[src/rtl/pwm_gen_multichan.sv]
// Multi-channel PWM generator with debounced per-channel inc/dec duty buttons and
// double-buffered duty registers. Define PWM_CENTER_ALIGN_EN for an up/down (centre-aligned) counter.
module pwm_gen_multichan #(
   parameter int NCH        = 4,
   parameter int CW         = 7,
   parameter int PERIOD     = 100,
   parameter int STEP       = 10,
   parameter int DUTY_INIT  = 50,
   parameter int DEB_CYCLES = 4
) (
   input  logic              clk,
   input  logic              rst_n,
   input  logic              ena,
   input  logic [NCH-1:0]    ui_inc_duty,
   input  logic [NCH-1:0]    ui_dec_duty,
   output logic [NCH-1:0]    uo_pwm,
   output logic              period_start,
   output logic [NCH*CW-1:0] duty_o
);

   localparam int DW = (DEB_CYCLES > 1) ? $clog2(DEB_CYCLES) : 1;
   localparam logic [DW-1:0] DEB_M1 = DW'(DEB_CYCLES - 1);
   localparam logic [CW-1:0] PER_M1 = CW'(PERIOD - 1);
   localparam logic [CW-1:0] PER_C  = CW'(PERIOD);
   localparam logic [CW-1:0] STEP_C = CW'(STEP);
   localparam logic [CW-1:0] INIT_C = CW'(DUTY_INIT);
   localparam logic [CW:0]   PER_W  = (CW+1)'(PERIOD);
   localparam logic [CW:0]   STEP_W = (CW+1)'(STEP);

   // Button bits: [NCH-1:0] are increase buttons, [2*NCH-1:NCH] are decrease buttons.
   logic [2*NCH-1:0] btn, sync1, sync2, deb, rise;
   logic [DW-1:0]    deb_cnt [2*NCH];

   logic [CW-1:0] shadow    [NCH];
   logic [CW-1:0] shadow_nx [NCH];
   logic [CW-1:0] active    [NCH];
   logic [CW-1:0] cnt;
   logic          boundary;

   assign btn = {ui_dec_duty, ui_inc_duty};

   always_comb begin
      rise = '0;
      for (int b = 0; b < 2*NCH; b++)
         rise[b] = sync2[b] & ~deb[b] & (deb_cnt[b] == DEB_M1);
   end

   always_ff @(posedge clk or negedge rst_n) begin
      if (!rst_n) begin
         sync1 <= '0;
         sync2 <= '0;
         deb   <= '0;
         for (int b = 0; b < 2*NCH; b++) deb_cnt[b] <= '0;
      end else begin
         sync1 <= btn;
         sync2 <= sync1;
         for (int b = 0; b < 2*NCH; b++) begin
            if (sync2[b] == deb[b]) begin
               deb_cnt[b] <= '0;
            end else if (deb_cnt[b] == DEB_M1) begin
               deb[b]     <= sync2[b];
               deb_cnt[b] <= '0;
            end else begin
               deb_cnt[b] <= deb_cnt[b] + 1'b1;
            end
         end
      end
   end

   // Saturating duty arithmetic; simultaneous inc and dec cancel out.
   always_comb begin
      for (int i = 0; i < NCH; i++) begin
         shadow_nx[i] = shadow[i];
         if (ena && rise[i] && !rise[NCH+i]) begin
            shadow_nx[i] = (({1'b0, shadow[i]} + STEP_W) > PER_W) ? PER_C : shadow[i] + STEP_C;
         end else if (ena && rise[NCH+i] && !rise[i]) begin
            shadow_nx[i] = ({1'b0, shadow[i]} < STEP_W) ? '0 : shadow[i] - STEP_C;
         end
      end
   end

`ifdef PWM_CENTER_ALIGN_EN
   logic down;

   assign boundary = ena & down & (cnt == '0);

   always_ff @(posedge clk or negedge rst_n) begin
      if (!rst_n) begin
         cnt          <= '0;
         down         <= 1'b0;
         uo_pwm       <= '0;
         period_start <= 1'b0;
      end else begin
         period_start <= boundary;
         for (int i = 0; i < NCH; i++)
            uo_pwm[i] <= ena & ({1'b0, cnt} >= (PER_W - {1'b0, active[i]}));
         if (!ena) begin
            cnt  <= '0;
            down <= 1'b0;
         end else if (!down) begin
            if (cnt == PER_M1) down <= 1'b1;
            else               cnt  <= cnt + 1'b1;
         end else begin
            if (cnt == '0) down <= 1'b0;
            else           cnt  <= cnt - 1'b1;
         end
      end
   end
`else
   assign boundary = ena & (cnt == PER_M1);

   always_ff @(posedge clk or negedge rst_n) begin
      if (!rst_n) begin
         cnt          <= '0;
         uo_pwm       <= '0;
         period_start <= 1'b0;
      end else begin
         period_start <= ena & (cnt == '0);
         for (int i = 0; i < NCH; i++)
            uo_pwm[i] <= ena & (cnt < active[i]);
         if (!ena || cnt == PER_M1) cnt <= '0;
         else                       cnt <= cnt + 1'b1;
      end
   end
`endif

   // Shadow takes button events at any time; active copies it only at the period boundary.
   always_ff @(posedge clk or negedge rst_n) begin
      if (!rst_n) begin
         for (int i = 0; i < NCH; i++) begin
            shadow[i] <= INIT_C;
            active[i] <= INIT_C;
         end
      end else begin
         for (int i = 0; i < NCH; i++) begin
            shadow[i] <= shadow_nx[i];
            if (boundary) active[i] <= shadow[i];
         end
      end
   end

   always_comb begin
      duty_o = '0;
      for (int i = 0; i < NCH; i++) duty_o[i*CW +: CW] = active[i];
   end

endmodule
[config.mk]
export PLATFORM = sky130hd
export DESIGN_NAME = pwm_gen_multichan
export DESIGN_NICKNAME = d
export VERILOG_FILES = /design/src/rtl/pwm_gen_multichan.sv
export SDC_FILE = /design/constraint.sdc
export NUM_CORES = 1
export LEC_CHECK = 0
export CAP_MARGIN = 10
export CELL_PAD_IN_SITES_DETAIL_PLACEMENT = 1
export CELL_PAD_IN_SITES_GLOBAL_PLACEMENT = 1
export CORE_MARGIN = 8
export CORE_UTILIZATION = 46
export DETAILED_ROUTE_END_ITERATION = 6
export PLACE_DENSITY = 0.88
export REMOVE_ABC_BUFFERS = 1
export SYNTH_ARGS = -nofsm -noshare
export SYNTH_HDL_FRONTEND = slang
export SYNTH_SLANG_ARGS = --single-unit
export TNS_END_PERCENT = 100
[constraint.sdc]
create_clock -name clk -period 2.5 [get_ports clk]
set_input_delay 0.25 -clock clk [delete_from_list [all_inputs] [get_ports clk]]
set_output_delay 0.25 -clock clk [all_outputs]
set_load 0.01 [all_outputs]
==> results.md, run 1 <==
- Die ar.: about 0.017 sq mm
- Fin crit period: approximately 2.3 ns
- Number of port buffers: 39
- Rows: slightly above 40
- Class of the worst hold path: input port to flip-flop
- Final period utilization: about 93%
- Setup Buffers After CTS: 0
- Clk_lat worst skew: ~0.36 ns
- Sequential cell area fraction in the yosys report: 42.8%
- RSZ-0062 raised after global routing: false
- P per Cell Area: a little under 800 mW/mm^2
- HPWL Detailed: approximately 11000 microns
- Most frequent cells after synthesis: 76 x dfrtp_1, 53 x inv_1, 50 x ha_1
- Clock sinks: 100
- Vias: between 4000 and 5000
- Final instance area: 0.00679 sq mm
- Die Y: roughly 130 microns
- Number of H-tree levels: 3
- Antenna Violating Nets Remaining: 0
- Synth Warn #: 0
- Max FO, Critical Path: 10
- Longest Clk Path Bufs: 2
- Most frequent cell after synthesis: dfrtp_1
- DRT Pass-1 Iters: 4
- CTS tree: done
- Syn Area/Cell: 9.67 sq um
- Placed insts: 800
- Ranking of synthesized cells by area: dfrtp_1 32%, dfstp_2 11%, ha_1 11%, inv_1 3.4%, mux2_1 3.0%
- Final setup vio count: 0
- CP Launch Type: flip-flop
- WL per Instance: about 19 microns
- Layout area overhead: 14.8%
- WHS: roughly 0.33 ns
- Worst EP required: ~2.7 ns
- Leakage: just under 3 nW
- Mapped Area: between 0.005 and 0.006 sq mm
- Core Footprint: 0.0126 sq mm
- Synth cell types: 65
- CTS-repair resized insts: 0
- Largest net degree at the start of global routing: between 40 and 50
- #FFs+latches synth: 100
- Vias per inst: approximately 5.8
- Initial core utilization: 47.1%
- TNS Setup: 0 ns
- Max-Cap Viols: 0
- Die width: about 130 microns
- Async set-reset flop share out of synthesis: 100%
- Synth Instances: around 610
- Worst-Margin Slew: roughly 0.63 ns
- Post-synth top area share: roughly 32%
- Post-Layout Cell Count: 817
- GRT Util Overall: a little under a fifth
- Antenna diodes: 0
- Layout cells sized above 1: between 10% and 20%
- Outcome: finished, final reports clean
- Slew Limit Fails: 0
- Most common flop cell mapped by yosys: dfrtp_1
- DP Area: roughly 0.0065 sq mm
- Clk root buf: clkbuf_16
- I/O pin total: 44
- Fmax: 430 MHz
- Worst Path Arrival: ~2.6 ns
- Total power: 5.31 mW
- Slew headroom: roughly 58%
- Clock-pin transition on the worst setup and hold timing paths: roughly 0.070 ns
- Gr ovfl total: 0
- Initial antenna violation count: 0
- CTS buffer count: 9
- NumNets Final: 701
- Vias in the first global route: about 5100
- Final Hold Vio Count: 0
- First-pass GRT wire length: approximately 25000 microns
- GPL Wtd Cong: roughly 0.9
- Post-synth EDFFs: 0
- Worst vdd rail ir drop: ~0.43 mV
- Setup crit end kind: flip-flop
- Violation count after the first detailed-routing iteration: between 300 and 400
- Area leader, netlist: dfrtp_1
- Total Wirelength: ~15000 microns
- Clk_skew: approximately 0.014 ns
- WS Path Type: flip-flop to flip-flop
- DR DRC count: 0
-- through the flow --
step / utilization (%) / worst slack, ns
2_1_floorplan: - / 0.439
3_3_place_gp: 51.4 / 0.371
3_5_place_dp: 51.4 / 0.287
4_1_cts: 54.0 / 0.206
5_1_grt: 54.0 / 0.0445
6_report: 54.0 / 0.175
-- final timing paths --
path / cells after the start / startpoint / end / slack (ns)
min reg2reg: 0 / sync1[5] / sync2[5] / 0.35
max: 8 / shadow[23] / shadow[24] / 0.18
min in group asynchronous: 2 / rst_n / shadow[3] / 0.43
min: 1 / ui_inc_duty[2] / sync1[2] / 0.33
max reg2reg: 8 / shadow[23] / shadow[24] / 0.18
max in group asynchronous: 3 / rst_n / shadow[19] / 1.33
-- flip-flops by register name, indices dropped and copies added (netlist names) --
register / count
period_start: 1
deb: 8
uo_pwm: 4
duty_o: 24
shadow: 24
cnt: 7
sync2: 8
sync1: 8
deb_cnt: 16
-- area by class of cell --
class | instances | area [sq um]
inverters | 54 | 203
flip-flops and latches | 100 | 2530
multi-input cells | 428 | 3040
fillers | 1437 | 5780
clock inverters | 5 | 83.8
well taps | 172 | 215
repair buffers | 47 | 475
clock buffers | 11 | 243
-- report_power, final --
part | switching (mW) | internal (mW) | leakage, nW
Clock | 0.631 | 0.909 | 0.152
Sequential | 0.334 | 1.94 | 1.22
Combinational | 0.851 | 0.648 | 1.57
-- cells by family (layout without fill, tap and decap cells) --
logic type,after synthesis,after routing,synth area share [%]
multiplexers,17,17,3.24
AND/OR/NAND/NOR,182,182,16.3
buffers and inverters,87,117,6.03
flip-flops,100,100,42.8
other,1,4,0.0634
adder cells (fa/ha/maj),50,50,10.6
XOR/XNOR,18,18,2.66
AO/OA/AOI/OAI,157,157,18.3
-- critical path: stages (launching register included) --
cell,delay [ns]
dfrtp_1,0.51
inv_1,0.14
ha_1,0.21
nor2b_1,0.12
nor4_1,0.50
nor2_1,0.23
nand2_1,0.13
nand2_1,0.06
a211o_1,0.30
-- cells in the final DEF (no fill, tap or decap), types with 3 or more instances in the layout --
cell type and count:
a221oi_1 5, nand2_1 46, o22ai_1 4, mux2_1 16, a21o_1 7, inv_1 53
o21a_1 13, conb_1 4, a32oi_1 3, nand3b_1 5, o21ai_0 18, nor4b_1 3
nor4_1 7, and3b_1 5, a211oi_1 4, and2_1 10, nor2_1 29, o2111ai_1 4
a21oi_1 28, xor2_1 11, o31ai_1 6, a21bo_2 5, nor2b_1 18, a211o_1 6
or3_1 8, clkdlybuf4s50_1 38, a21boi_0 3, clkbuf_16 9, nand2b_1 8, xnor2_1 7
a31o_2 8, buf_4 6, dfstp_2 24, nand4_1 6, ha_1 50, nand3_1 7
nor3_1 19, o21ai_1 22, dfrtp_1 76
-- timing repair --
action,CTS,global route
setup endpoints to repair,0,0
hold buffers,1,0
hold endpoints to repair,30,0
-- metal layers --
metal  track usage, %  part of all wire [%]
met1             21.5                    41
met2             35.1                    53
met3             4.56                   3.7
met4             5.53                   1.7
met5                0                     0
Power figures use the tool's default switching activity.
==> inputs of run 2 (changes only) <==
--- a/config.mk
+++ b/config.mk
@@ -9,9 +9,10 @@
 export CELL_PAD_IN_SITES_DETAIL_PLACEMENT = 1
 export CELL_PAD_IN_SITES_GLOBAL_PLACEMENT = 1
 export CORE_MARGIN = 8
-export CORE_UTILIZATION = 46
+export CORE_UTILIZATION = 50
 export DETAILED_ROUTE_END_ITERATION = 6
-export PLACE_DENSITY = 0.88
+export GPL_TIMING_DRIVEN = 0
+export PLACE_DENSITY = 0.94
 export REMOVE_ABC_BUFFERS = 1
 export SYNTH_ARGS = -nofsm -noshare
 export SYNTH_HDL_FRONTEND = slang
==> constraint.sdc (replaced) <==
create_clock -name clk -period 2.8 [get_ports clk]
set_input_delay 0.28 -clock clk [delete_from_list [all_inputs] [get_ports clk]]
set_output_delay 0.28 -clock clk [all_outputs]
set_load 0.01 [all_outputs]
==> run 2 against run 1 <==
Cell count is 4.3% lower. Sequential power is 11% lower. Register-to-register slack better by 0.26 ns. First-iteration DRC count is 18% lower. Clock skew is 0.0067 ns lower. Design area is 1.2% lower. Global-route usage is 0.76 points higher. Sequential share of layout area is 0.44 points higher. Clock power is 13% lower. Utilization is 4.5 points higher. Critical path depth is 1 lower.
==> results.md, run 2 (synthesis results as in run 1) <==
- Longest Clk Path Bufs: 2 (unchanged)
- Switching power: 1.61 mW (-11%)
- Most frequent cells in the layout: 76 x dfrtp_1, 53 x inv_1, 50 x ha_1
- Worst-Margin Slew: 0.730 ns (+0.100 ns)
- Max-Cap Viols: 0 (unchanged)
- CTS tree: done
- GPL Wtd Cong: 0.842 (-6.4%)
- Total Wirelength: 14800 microns (-3.1%)
- Vias per inst: 6.07 (+5.2%)
- Initial core utilization: 51.6% (+4.5 points)
- Die width: 125 microns (-3.6%)
- Sequential power share: 43.3% (+0.5 points)
- Final instance area: 0.00671 sq mm (-1.2%)
- NumNets Final: 695 (-0.86%)
- DP Area: 0.00637 sq mm (-1.3%)
- Class of the worst hold path: flip-flop to flip-flop
- Max FO, Critical Path: 15 (+5)
- WL per Instance: 19.0 microns (+1.3%)
- Die ar.: 0.0156 sq mm (-7.0%)
- Die Y: 125 microns (-3.6%)
- Setup crit end kind: flip-flop
- Sequential Area: 0.00253 sq mm (unchanged)
- Violation count after the first detailed-routing iteration: 301 (-18%)
- Setup Buffers After CTS: 0 (unchanged)
- Worst Path Arrival: 2.76 ns (+0.19 ns)
- Largest stage delay on the critical path: 0.93 ns (+0.42 ns)
- RSZ-0062 raised after global routing: false
- Initial antenna violation count: 0 (unchanged)
- Clock sinks: 100 (unchanged)
- WS Path Type: input port to flip-flop
- Gr ovfl total: 0 (unchanged)
- Grt met1 use: 23.8% (+2.3 points)
- # fillers: 1291 (-10%)
- Commonest non-fill, non-tap cell in the layout: dfrtp_1
- Rows: 39 (-4.9%)
- Fin crit period: roughly 2.5 ns
- Clk_lat worst skew: 0.36 ns (about the same)
- Met3 Use GR: 4.72% (+0.16 points)
- Final period utilization: approximately nine tenths
- HPWL Detailed: 10700 microns (-1.8%)
- Number of H-tree levels: 3 (unchanged)
- Critical path cell sequence: clkdlybuf4s50_1 > inv_2 > nor3b_4 > nand3_1 > nor4_1 > nor2_1 > o31ai_1
- Worst EP required: 3.07 ns (+0.33 ns)
- TNS Setup: 0 ns (unchanged)
- Layout cells sized above 1: 10.5% (-0.37 points)
- Core Footprint: 0.0115 sq mm (-8.8%)
- Antenna diodes: 0 (unchanged)
- CP max-delay cell: clkdlybuf4s50_1
- GRT Util Overall: 19.9% (+0.76 points)
- Final Util: 58.5% (+4.5 points)
- Slew Limit Fails: 0 (unchanged)
- DR DRC count: 0 (unchanged)
- Worst vdd rail ir drop: 0.489 mV (+15%)
- Vias in the first global route: 5185 (+2.2%)
- Largest net degree at the start of global routing: 70 (+59%)
- Vias: 4749 (+0.68%)
- Int Pwr: 3.08 mW (-12%)
- Clk network pwr share: 28.6% (-0.4 points)
- Sw frac: 34.4% (+0.21 points)
- Layout area overhead: 13.4%
- Final Hold Vio Count: 0 (unchanged)
- Multi-input logic area: 0.00305 sq mm (+0.37%)
- Antenna Violating Nets Remaining: 0 (unchanged)
- DRT Pass-1 Iters: 4 (unchanged)
- Final setup vio count: 0 (unchanged)
- CP Launch Type: input port
- Clk root buf: clkbuf_16
- Fmax: 402 MHz
- Clock-pin transition on the worst setup and hold timing paths: 0.07 ns (about the same)
- Outcome: finished, final reports clean
- Clk_skew: 0.00736 ns (-0.00669 ns)
- Leakage: 2.92 nW (-0.84%)
- Global route hottest layer: met2
- CTS buffer count: 9 (unchanged)
- Number of port buffers: 39 (unchanged)
- GR Layer Usage met2: 34.6% (-0.44 points)
- P per Cell Area: 699 mW/mm^2 (-11%)
- Slew headroom: 51.3% (-6.3 points)
- I/O pin total: 44 (unchanged)
- First-pass GRT wire length: 25900 microns (+1.5%)
- Gate power share: 28.1% (about the same)
[run 2: cell types whose count changed in the layout (fill, tap and decap cells not counted), sizes merged]
| cell | before | now |
|---|---|---|
| clkinv | 0 | 1 |
| bufinv | 2 | 1 |
| clkinvlp | 2 | 1 |
| clkbuf | 11 | 12 |
| buf | 8 | 2 |
[run 2: power groups by stage]
stage / clock network [mW] / logic (mW) / registers [mW]
finish: 1.34 / 1.32 / 2.03
global route: 1.43 / 1.50 / 2.07
CTS: 1.37 / 1.32 / 2.03
detailed placement: 0 / 1.31 / 2.05
global placement: 0 / 1.17 / 2.02
floorplan: 0 / 0.949 / 1.96
[run 2: repair_timing]
item | in CTS | in global routing
setup endpoints to repair | 2 | 1
gates cloned | 0 | 0
gates resized for setup | 1 | 1
hold endpoints to repair | 26 | 0
hold buffers | 1 | 0
pin swaps | 0 | 0
[run 2: worst paths after layout]
check	start	endpoint	slack (ns)	cells past startpoint
min in group asynchronous	rst_n	sync2[4]	0.41	2
max in group asynchronous	rst_n	shadow[4]	1.65	3
worst max register to register	shadow[1]	shadow[3]	0.44	6
worst max-delay path	ena	shadow[18]	0.32	7
worst min-delay path	sync1[1]	sync2[1]	0.35	0
worst min register to register	sync1[1]	sync2[1]	0.35	0
[run 2: layout make-up]
type	instances	share of cell area, %
clock buffer	12	3.97
clock inverter	4	0.820
inverter	54	3.02
multi-input combinational	428	45.5
sequential	100	37.7
tap	143	2.67
timing repair buffer	41	6.34
[run 2: per-layer routing]
metal  wire [microns]  share of wire, %  vias up
met5                0                 0        -
met4              235               1.6        0
met3              485               3.3       24
met2             7690                52       90
met1             6430                43     2421
li1                 -                 -     2214
[run 2: critical path, delay by kind of cell]
kind / cells / cell delay, ns
buf+inv: 2 / 1.24
simple gates: 4 / 0.99
compound gates: 1 / 0.24
[run 2: per-stage QoR]
stage	power [mW]	hold WS [ns]	setup WS (ns)	cells
floorplan	2.91	-0.0156	0.739	582
global placement	3.19	0.331	-2.16	764
detailed placement	3.36	0.252	-0.568	765
CTS	4.73	0.349	0.0256	782
global route	5.00	0.354	0.0930	782
finish	4.69	0.348	0.315	782
